File: src/rtl/rice_core_pkg.sv
// Shared types for the rice_core CSR access path: CSR opcodes, the access FSM
// state encoding and the read-only CSR address test.
package rice_core_pkg;

  localparam int CSR_ADDR_W = 12;

  typedef enum logic [1:0] {
    CSR_OP_RSVD = 2'b00,
    CSR_OP_RW   = 2'b01,
    CSR_OP_RS   = 2'b10,
    CSR_OP_RC   = 2'b11
  } rice_core_csr_op_e;

  typedef enum logic [2:0] {
    ST_IDLE,
    ST_READ_REQ,
    ST_READ_RSP,
    ST_WRITE_REQ,
    ST_WRITE_RSP,
    ST_DONE
  } rice_core_csr_state_e;

  // CSR numbers with [11:10] == 2'b11 are architecturally read-only.
  function automatic logic csr_is_read_only(input logic [CSR_ADDR_W-1:0] addr);
    return addr[11:10] == 2'b11;
  endfunction

endpackage

File: src/rtl/rice_bus_if.sv
// Simple request/response bus used between core initiators and rice_core_env slaves.
// Handshake: a request transfers on a cycle where request_valid && request_ready; a
// response on response_valid && response_ready. Once raised, request_valid and the
// request fields stay stable until accepted (an initiator-side flush may withdraw it).
interface rice_bus_if #(
  parameter int ADDR_W = 12,
  parameter int DATA_W = 32
) ();
  logic              request_valid;
  logic              request_ready;
  logic [ADDR_W-1:0] address;
  logic              write;
  logic [DATA_W-1:0] write_data;
  logic              response_valid;
  logic              response_ready;
  logic [DATA_W-1:0] read_data;
  logic              error;

  modport master (
    output request_valid, address, write, write_data, response_ready,
    input  request_ready, response_valid, read_data, error
  );

  modport slave (
    input  request_valid, address, write, write_data, response_ready,
    output request_ready, response_valid, read_data, error
  );
endinterface

File: src/rtl/rice_core_csr_access.sv
// CSR read-modify-write sequencer for CSRRW/CSRRS/CSRRC over rice_bus_if.
// Define RICE_CORE_CSR_RO_CHECK_EN to block write phases to read-only CSR numbers locally.
module rice_core_csr_access
  import rice_core_pkg::*;
#(
  parameter int XLEN = 32
) (
  input  logic                  i_clk,
  input  logic                  i_rst_n,
  input  logic                  i_flush,
  input  logic                  i_req_valid,
  output logic                  o_req_ready,
  input  logic [1:0]            i_csr_op,
  input  logic [CSR_ADDR_W-1:0] i_csr_address,
  input  logic [XLEN-1:0]       i_rs1_value,
  input  logic                  i_rs1_zero,
  input  logic                  i_rd_zero,
  output logic                  o_done,
  output logic [XLEN-1:0]       o_read_data,
  output logic                  o_illegal,
  output rice_core_csr_state_e  o_dbg_state,
  rice_bus_if.master            csr_if
);

`ifdef RICE_CORE_CSR_RO_CHECK_EN
  localparam logic RO_CHECK = 1'b1;
`else
  localparam logic RO_CHECK = 1'b0;
`endif

  rice_core_csr_state_e  state;
  rice_core_csr_op_e     op_q;
  rice_core_csr_op_e     req_op;
  logic [CSR_ADDR_W-1:0] addr_q;
  logic [XLEN-1:0]       rs1_q;
  logic                  rs1_zero_q;
  logic                  flushed_q;
  logic                  cancel;
  logic                  ro_fault_req;
  logic                  ro_fault_rsp;

  function automatic logic [XLEN-1:0] csr_alu(input rice_core_csr_op_e op,
                                              input logic [XLEN-1:0] old_val,
                                              input logic [XLEN-1:0] rs1);
    case (op)
      CSR_OP_RS: return old_val | rs1;
      CSR_OP_RC: return old_val & ~rs1;
      default:   return rs1;
    endcase
  endfunction

  assign req_op       = rice_core_csr_op_e'(i_csr_op);
  assign cancel       = flushed_q | i_flush;
  assign ro_fault_req = RO_CHECK && csr_is_read_only(i_csr_address);
  assign ro_fault_rsp = RO_CHECK && csr_is_read_only(addr_q);

  assign o_req_ready           = (state == ST_IDLE);
  assign o_dbg_state           = state;
  assign csr_if.response_ready = 1'b1;

  always_ff @(posedge i_clk or negedge i_rst_n) begin
    if (!i_rst_n) begin
      state                <= ST_IDLE;
      op_q                 <= CSR_OP_RW;
      addr_q               <= '0;
      rs1_q                <= '0;
      rs1_zero_q           <= 1'b0;
      flushed_q            <= 1'b0;
      csr_if.request_valid <= 1'b0;
      csr_if.address       <= '0;
      csr_if.write         <= 1'b0;
      csr_if.write_data    <= '0;
      o_done               <= 1'b0;
      o_read_data          <= '0;
      o_illegal            <= 1'b0;
    end else begin
      o_done <= 1'b0;
      case (state)
        ST_IDLE: begin
          // A request arriving together with a flush belongs to the cancelled stream.
          if (i_req_valid && !i_flush) begin
            op_q        <= req_op;
            addr_q      <= i_csr_address;
            rs1_q       <= i_rs1_value;
            rs1_zero_q  <= i_rs1_zero;
            flushed_q   <= 1'b0;
            o_read_data <= '0;
            o_illegal   <= 1'b0;
            if (req_op == CSR_OP_RSVD || (req_op == CSR_OP_RW && i_rd_zero && ro_fault_req)) begin
              o_illegal <= 1'b1;
              o_done    <= 1'b1;
              state     <= ST_DONE;
            end else if (req_op == CSR_OP_RW && i_rd_zero) begin
              csr_if.request_valid <= 1'b1;
              csr_if.address       <= i_csr_address;
              csr_if.write         <= 1'b1;
              csr_if.write_data    <= i_rs1_value;
              state                <= ST_WRITE_REQ;
            end else begin
              csr_if.request_valid <= 1'b1;
              csr_if.address       <= i_csr_address;
              csr_if.write         <= 1'b0;
              state                <= ST_READ_REQ;
            end
          end
        end
        ST_READ_REQ, ST_WRITE_REQ: begin
          if (csr_if.request_ready) begin
            csr_if.request_valid <= 1'b0;
            flushed_q            <= i_flush;
            state                <= (state == ST_READ_REQ) ? ST_READ_RSP : ST_WRITE_RSP;
          end else if (i_flush) begin
            csr_if.request_valid <= 1'b0;
            state                <= ST_IDLE;
          end
        end
        ST_READ_RSP: begin
          if (csr_if.response_valid) begin
            o_read_data <= csr_if.read_data;
            if (cancel) begin
              state <= ST_IDLE;
            end else if (csr_if.error || ro_fault_rsp) begin
              o_illegal <= 1'b1;
              o_done    <= 1'b1;
              state     <= ST_DONE;
            end else if (rs1_zero_q && op_q != CSR_OP_RW) begin
              o_done <= 1'b1;
              state  <= ST_DONE;
            end else begin
              csr_if.request_valid <= 1'b1;
              csr_if.address       <= addr_q;
              csr_if.write         <= 1'b1;
              csr_if.write_data    <= csr_alu(op_q, csr_if.read_data, rs1_q);
              state                <= ST_WRITE_REQ;
            end
          end else if (i_flush) begin
            flushed_q <= 1'b1;
          end
        end
        ST_WRITE_RSP: begin
          if (csr_if.response_valid) begin
            if (cancel) begin
              state <= ST_IDLE;
            end else begin
              o_illegal <= csr_if.error;
              o_done    <= 1'b1;
              state     <= ST_DONE;
            end
          end else if (i_flush) begin
            flushed_q <= 1'b1;
          end
        end
        ST_DONE: state <= ST_IDLE;
        default: state <= ST_IDLE;
      endcase
    end
  end

endmodule

File: src/flat_wrapper.sv
// flat-port wrapper written by rule: the top's interface ports become plain ports
module rice_core_csr_access_flat import rice_core_pkg::*;
#(
  parameter int XLEN = 32
)
  (i_clk, i_rst_n, i_flush, i_req_valid, o_req_ready, i_csr_op, i_csr_address, i_rs1_value, i_rs1_zero, i_rd_zero, o_done, o_read_data, o_illegal, o_dbg_state, csr_if_request_valid, csr_if_address, csr_if_write, csr_if_write_data, csr_if_response_ready, csr_if_request_ready, csr_if_response_valid, csr_if_read_data, csr_if_error);
  rice_bus_if #(.ADDR_W(12), .DATA_W(32)) csr_if_i ();
  input  logic i_clk;
  input  logic i_rst_n;
  input  logic i_flush;
  input  logic i_req_valid;
  output logic o_req_ready;
  input  logic [1:0] i_csr_op;
  input  logic [CSR_ADDR_W-1:0] i_csr_address;
  input  logic [XLEN-1:0] i_rs1_value;
  input  logic i_rs1_zero;
  input  logic i_rd_zero;
  output logic o_done;
  output logic [XLEN-1:0] o_read_data;
  output logic o_illegal;
  output rice_core_csr_state_e o_dbg_state;
  output wire logic [$bits(csr_if_i.request_valid)-1:0] csr_if_request_valid;
  output wire logic [$bits(csr_if_i.address)-1:0] csr_if_address;
  output wire logic [$bits(csr_if_i.write)-1:0] csr_if_write;
  output wire logic [$bits(csr_if_i.write_data)-1:0] csr_if_write_data;
  output wire logic [$bits(csr_if_i.response_ready)-1:0] csr_if_response_ready;
  input wire logic [$bits(csr_if_i.request_ready)-1:0] csr_if_request_ready;
  input wire logic [$bits(csr_if_i.response_valid)-1:0] csr_if_response_valid;
  input wire logic [$bits(csr_if_i.read_data)-1:0] csr_if_read_data;
  input wire logic [$bits(csr_if_i.error)-1:0] csr_if_error;
  assign csr_if_request_valid = csr_if_i.request_valid;
  assign csr_if_address = csr_if_i.address;
  assign csr_if_write = csr_if_i.write;
  assign csr_if_write_data = csr_if_i.write_data;
  assign csr_if_response_ready = csr_if_i.response_ready;
  assign csr_if_i.request_ready = csr_if_request_ready;
  assign csr_if_i.response_valid = csr_if_response_valid;
  assign csr_if_i.read_data = csr_if_read_data;
  assign csr_if_i.error = csr_if_error;
  rice_core_csr_access #(.XLEN(XLEN)) u_core (.i_clk(i_clk), .i_rst_n(i_rst_n), .i_flush(i_flush), .i_req_valid(i_req_valid), .o_req_ready(o_req_ready), .i_csr_op(i_csr_op), .i_csr_address(i_csr_address), .i_rs1_value(i_rs1_value), .i_rs1_zero(i_rs1_zero), .i_rd_zero(i_rd_zero), .o_done(o_done), .o_read_data(o_read_data), .o_illegal(o_illegal), .o_dbg_state(o_dbg_state), .csr_if(csr_if_i));
endmodule
File: config.mk
export PLATFORM = sky130hd
export DESIGN_NAME = rice_core_csr_access_flat
export DESIGN_NICKNAME = d
export VERILOG_FILES = /design/src/rtl/rice_core_pkg.sv /design/src/rtl/rice_bus_if.sv /design/src/rtl/rice_core_csr_access.sv /design/src/flat_wrapper.sv
export SDC_FILE = /design/constraint.sdc
export NUM_CORES = 1
export LEC_CHECK = 0
export BUFFER_PORTS_ARGS = -buffer_cell sky130_fd_sc_hd__buf_4
export CAP_MARGIN = 20
export CORE_UTILIZATION = 45
export CTS_CLUSTER_SIZE = 24
export DETAILED_ROUTE_END_ITERATION = 10
export PLACE_DENSITY_LB_ADDON = 0.2
export SYNTH_ARGS = -nofsm -noshare
export SYNTH_HDL_FRONTEND = slang
export SYNTH_SLANG_ARGS = --single-unit
File: constraint.sdc
create_clock -name i_clk -period 4.4 [get_ports i_clk]
set_input_delay 0.22 -clock i_clk [delete_from_list [all_inputs] [get_ports i_clk]]
set_output_delay 0.22 -clock i_clk [all_outputs]
set_load 0.01 [all_outputs]
==> run_results.csv <==
group,metric,value,unit
clock_network,insertion_delay,0.41,ns
logic_synthesis,netlist_top_cells_area,"dfrtp_1, mux2_2, a21oi_1",
final_layout,drive_above_1_share,43.00,%
sta,fmax,0.3613,GHz
routing,drc_errors,0,
global_routing,grt.busiest_layer,"met2",
logic_synthesis,avgSynthCellArea,11.95,µm²
clock_network,numCtsBuffers,17,
sta,tns,0,ns
logic_synthesis,synth.distinct_cells,46,
clock_network,cts_setup_buffers,0,
logic_synthesis,synth_mux_area_share,19.33,%
routing,routedWlPerCell,17.44,µm
logic_synthesis,async_reset_ff_share,100.0,%
final_layout,area_growth,32.82,%
clock_network,htreeDepth,4,
clock_network,clk_path_buf_depth,2,
global_routing,grt_usage,22.05,%
placement,gp_congestion,0.8728,
logic_synthesis,synth-seq-cells,131,
global_routing,grt_pass1_wl,23950,µm
critical_path,arrival,3.09,ns
logic_synthesis,yosys.area_share.xor_xnor,0.1437,%
sta,fin_worst_skew,0.01029,ns
power,vdd.ir_drop.worst,0.2779,mV
critical_path,crit_fanout,21,
logic_synthesis,ys.flop_type,"dfrtp_1",
worst_hold_path,hp-class,"input port to register",
power,power_density,698.0,nW/µm²
logic_synthesis,synth_area,6096,µm²
critical_path,worstPathCellList,"nand2b_1, nor2_2, a32oi_4, buf_4, mux2i_1",
flow_run,drv_cap,0,
logic_synthesis,synth_warnings,0,
logic_synthesis,synth_compound_area_share,17.80,%
power,p_switching,1877,µW
sta,rsz0062_at_grt,"no",
sta,period_minus_slack,2.768,ns
sta,worst_pin_slew,1.091,ns
logic_synthesis,yosysMostFrequentCell,"dfrtp_1",
clock_network,post_cts_resized,0,
critical_path,required,4.73,ns
final_layout,n_fill_cell,1105,
critical_path,worst_path_max_delay_cell,"a32oi_4",
logic_synthesis,yosysSeqAreaShare,53.80,%
critical_path,cp-end-kind,"register",
global_routing,grt_pass1_vias,4700,
logic_synthesis,synthCells,510,
logic_synthesis,synthAdderAreaFrac,0,%
critical_path,cp_num_buf_inv,1,
final_layout,antenna_cells,0,
floorplanning,dieArea,14020,µm²
final_layout,utilization,61.14,%
global_routing,grt_overflow,0,
logic_synthesis,ys_top_cells_by_count,"dfrtp_1, a21oi_1, mux2_2",
global_routing,antenna_found_initial,0,
power,p_leak,0.004059,µW
final_layout,finalNetCount,753,
floorplanning,die_x,118.4,µm
power,internal_power,3774,µW
routing,drtIter0Drc,236,
critical_path,crit_path_start_kind,"register",
logic_synthesis,synthSimpleGateAreaFrac,3.120,%
global_routing,grt_start_max_net_pins,78,
floorplanning,die_h,118.4,µm
floorplanning,start_util,46.03,%
clock_network,numClockSinks,131,
placement,portBuffers,170,
run_status,outcome,"completed",
logic_synthesis,synth_largest_area_cell,"dfrtp_1",
critical_path,max_stage_delay,0.95,ns
routing,antenna_left,0,
logic_synthesis,synth_nets,597,
logic_synthesis,synth_top_area_share,53.37,%
sta,hold_viol_final,0,
sta,slew_headroom,27.29,%
sta,finalCritPeriodShare,62.91,%
floorplanning,io_pins,172,
clock_network,cts_root_buf,"clkbuf_16",
routing,firstDrtPassIters,4,
power,p_sw_share,33.22,%
routing,dr_total_vias,4614,
power,p_clk_share,26.9,%
critical_path,critPathTopFamily,"compound AO/OA/AOI/OAI gates",
logic_synthesis,synth_edf_count,0,
global_routing,grtUsageMet1,28.43,%
placement,hpwl,9777,µm
logic_synthesis,synth_top_family_by_area,"multiplexers",
critical_path,critPathKind,"register to register",
sta,drv_slew,0,
clock_network,cts_tree,"done",
clock_network,clk_pin_slew,0.06,ns
routing,drt_wl_total,14920,µm
global_routing,gr-usage-met2,35.74,%
floorplanning,row_count,42,
power,p_comb_share,35.2,%
floorplanning,core-area,13240,µm²
global_routing,grtUsageMet3,6.805,%
power,seqPwrFrac,37.8,%
routing,routed_via_density,5.396,
sta,setup_violations,0,
flip-flops by register name, indices dropped and copies added, names as in the netlist:
signal	cells
u_core.o_done	1
u_core.csr_if.request_valid	1
u_core.o_dbg_state	3
u_core.flushed_q	1
u_core.rs1_zero_q	1
u_core.csr_if.address	12
u_core.op_q	2
u_core.o_read_data	32
u_core.csr_if.write	1
u_core.addr_q	12
u_core.o_illegal	1
u_core.rs1_q	32
u_core.csr_if.write_data	32
metal layers:
metal | up-vias | wire length (µm)
li1 | 2165 | -
met1 | 2290 | 6473
met2 | 143 | 7256
met3 | 16 | 989
met4 | 0 | 195
met5 | - | 0
power by group through the flow:
stage | combinational [µW] | sequential, µW | clock, µW
2_1_floorplan | 1110 | 2180 | 0
3_3_place_gp | 1950 | 2130 | 0
3_5_place_dp | 2010 | 2150 | 0
4_1_cts | 2020 | 2140 | 1540
5_1_grt | 2170 | 2210 | 1590
6_report | 1990 | 2140 | 1520
metrics by stage:
stage | setup slack, ns | instance area, µm² | hold WS (ns) | std cells | total power (µW)
2_1_floorplan | 2.525 | 6096 | -0.07559 | 510 | 3290
3_3_place_gp | 1.763 | 7447 | 0.2946 | 822 | 4078
3_5_place_dp | 1.625 | 7447 | 0.3031 | 822 | 4154
4_1_cts | 1.604 | 8097 | 0.02652 | 855 | 5698
5_1_grt | 1.463 | 8097 | 0.02850 | 855 | 5969
6_report | 1.632 | 8097 | 0.03774 | 855 | 5651
kinds of logic after synthesis:
kind of cell | Yosys count
AOI/OAI and AO/OA | 161
xor gates and xnor gates | 1
buffers and inverters | 77
DFF | 131
muxes | 105
other | 1
and+or+nand+nor | 34
cells in the final DEF, fill, tap and decap left out, types with 10 or more instances in the layout:
cell type	Yosys	routed
a21oi_1	72	72
a22o_1	33	33
mux2_4	10	10
clkbuf_16	0	17
mux2_2	62	62
buf_4	3	176
inv_1	36	36
mux2i_1	33	33
a211oi_1	32	32
dfrtp_1	130	130
final cells by class:
| cell class | count | area [µm²] | area share, % |
|---|---|---|---|
| Clock buffer | 18 | 439.2 | 5.424 |
| Clock inverter | 14 | 200.2 | 2.473 |
| Inverter | 36 | 135.1 | 1.669 |
| Multi-Input combinational cell | 302 | 2480 | 30.63 |
| Sequential cell | 131 | 3279 | 40.50 |
| Tap cell | 176 | 220.2 | 2.720 |
| Timing Repair Buffer | 178 | 1343 | 16.58 |
timing repair:
action                     4_1_cts  5_1_grt
hold buffers                     1        0
hold endpoints to repair        75        0
setup endpoints to repair        0        0
final timing paths:
kind	startpoint	endpoint	cells past startpoint	slack (ns)
max in group asynchronous	i_rst_n	u_core.rs1_zero_q$_DFFE_PN0P_	3	2.79
setup / recovery	u_core.o_dbg_state[2]$_DFFE_PN0P_	u_core.csr_if.write_data[13]$_DFFE_PN0P_	5	1.63
hold reg to reg	u_core.csr_if.write$_DFFE_PN0P_	u_core.csr_if.write$_DFFE_PN0P_	1	0.49
setup reg to reg	u_core.o_dbg_state[2]$_DFFE_PN0P_	u_core.csr_if.write_data[13]$_DFFE_PN0P_	5	1.63
min in group asynchronous	i_rst_n	u_core.o_read_data[21]$_DFFE_PN0P_	2	0.40
hold / removal	csr_if_read_data[17]	u_core.o_read_data[17]$_DFFE_PN0P_	2	0.04
No activity file was read; power rests on OpenSTA's default activity.
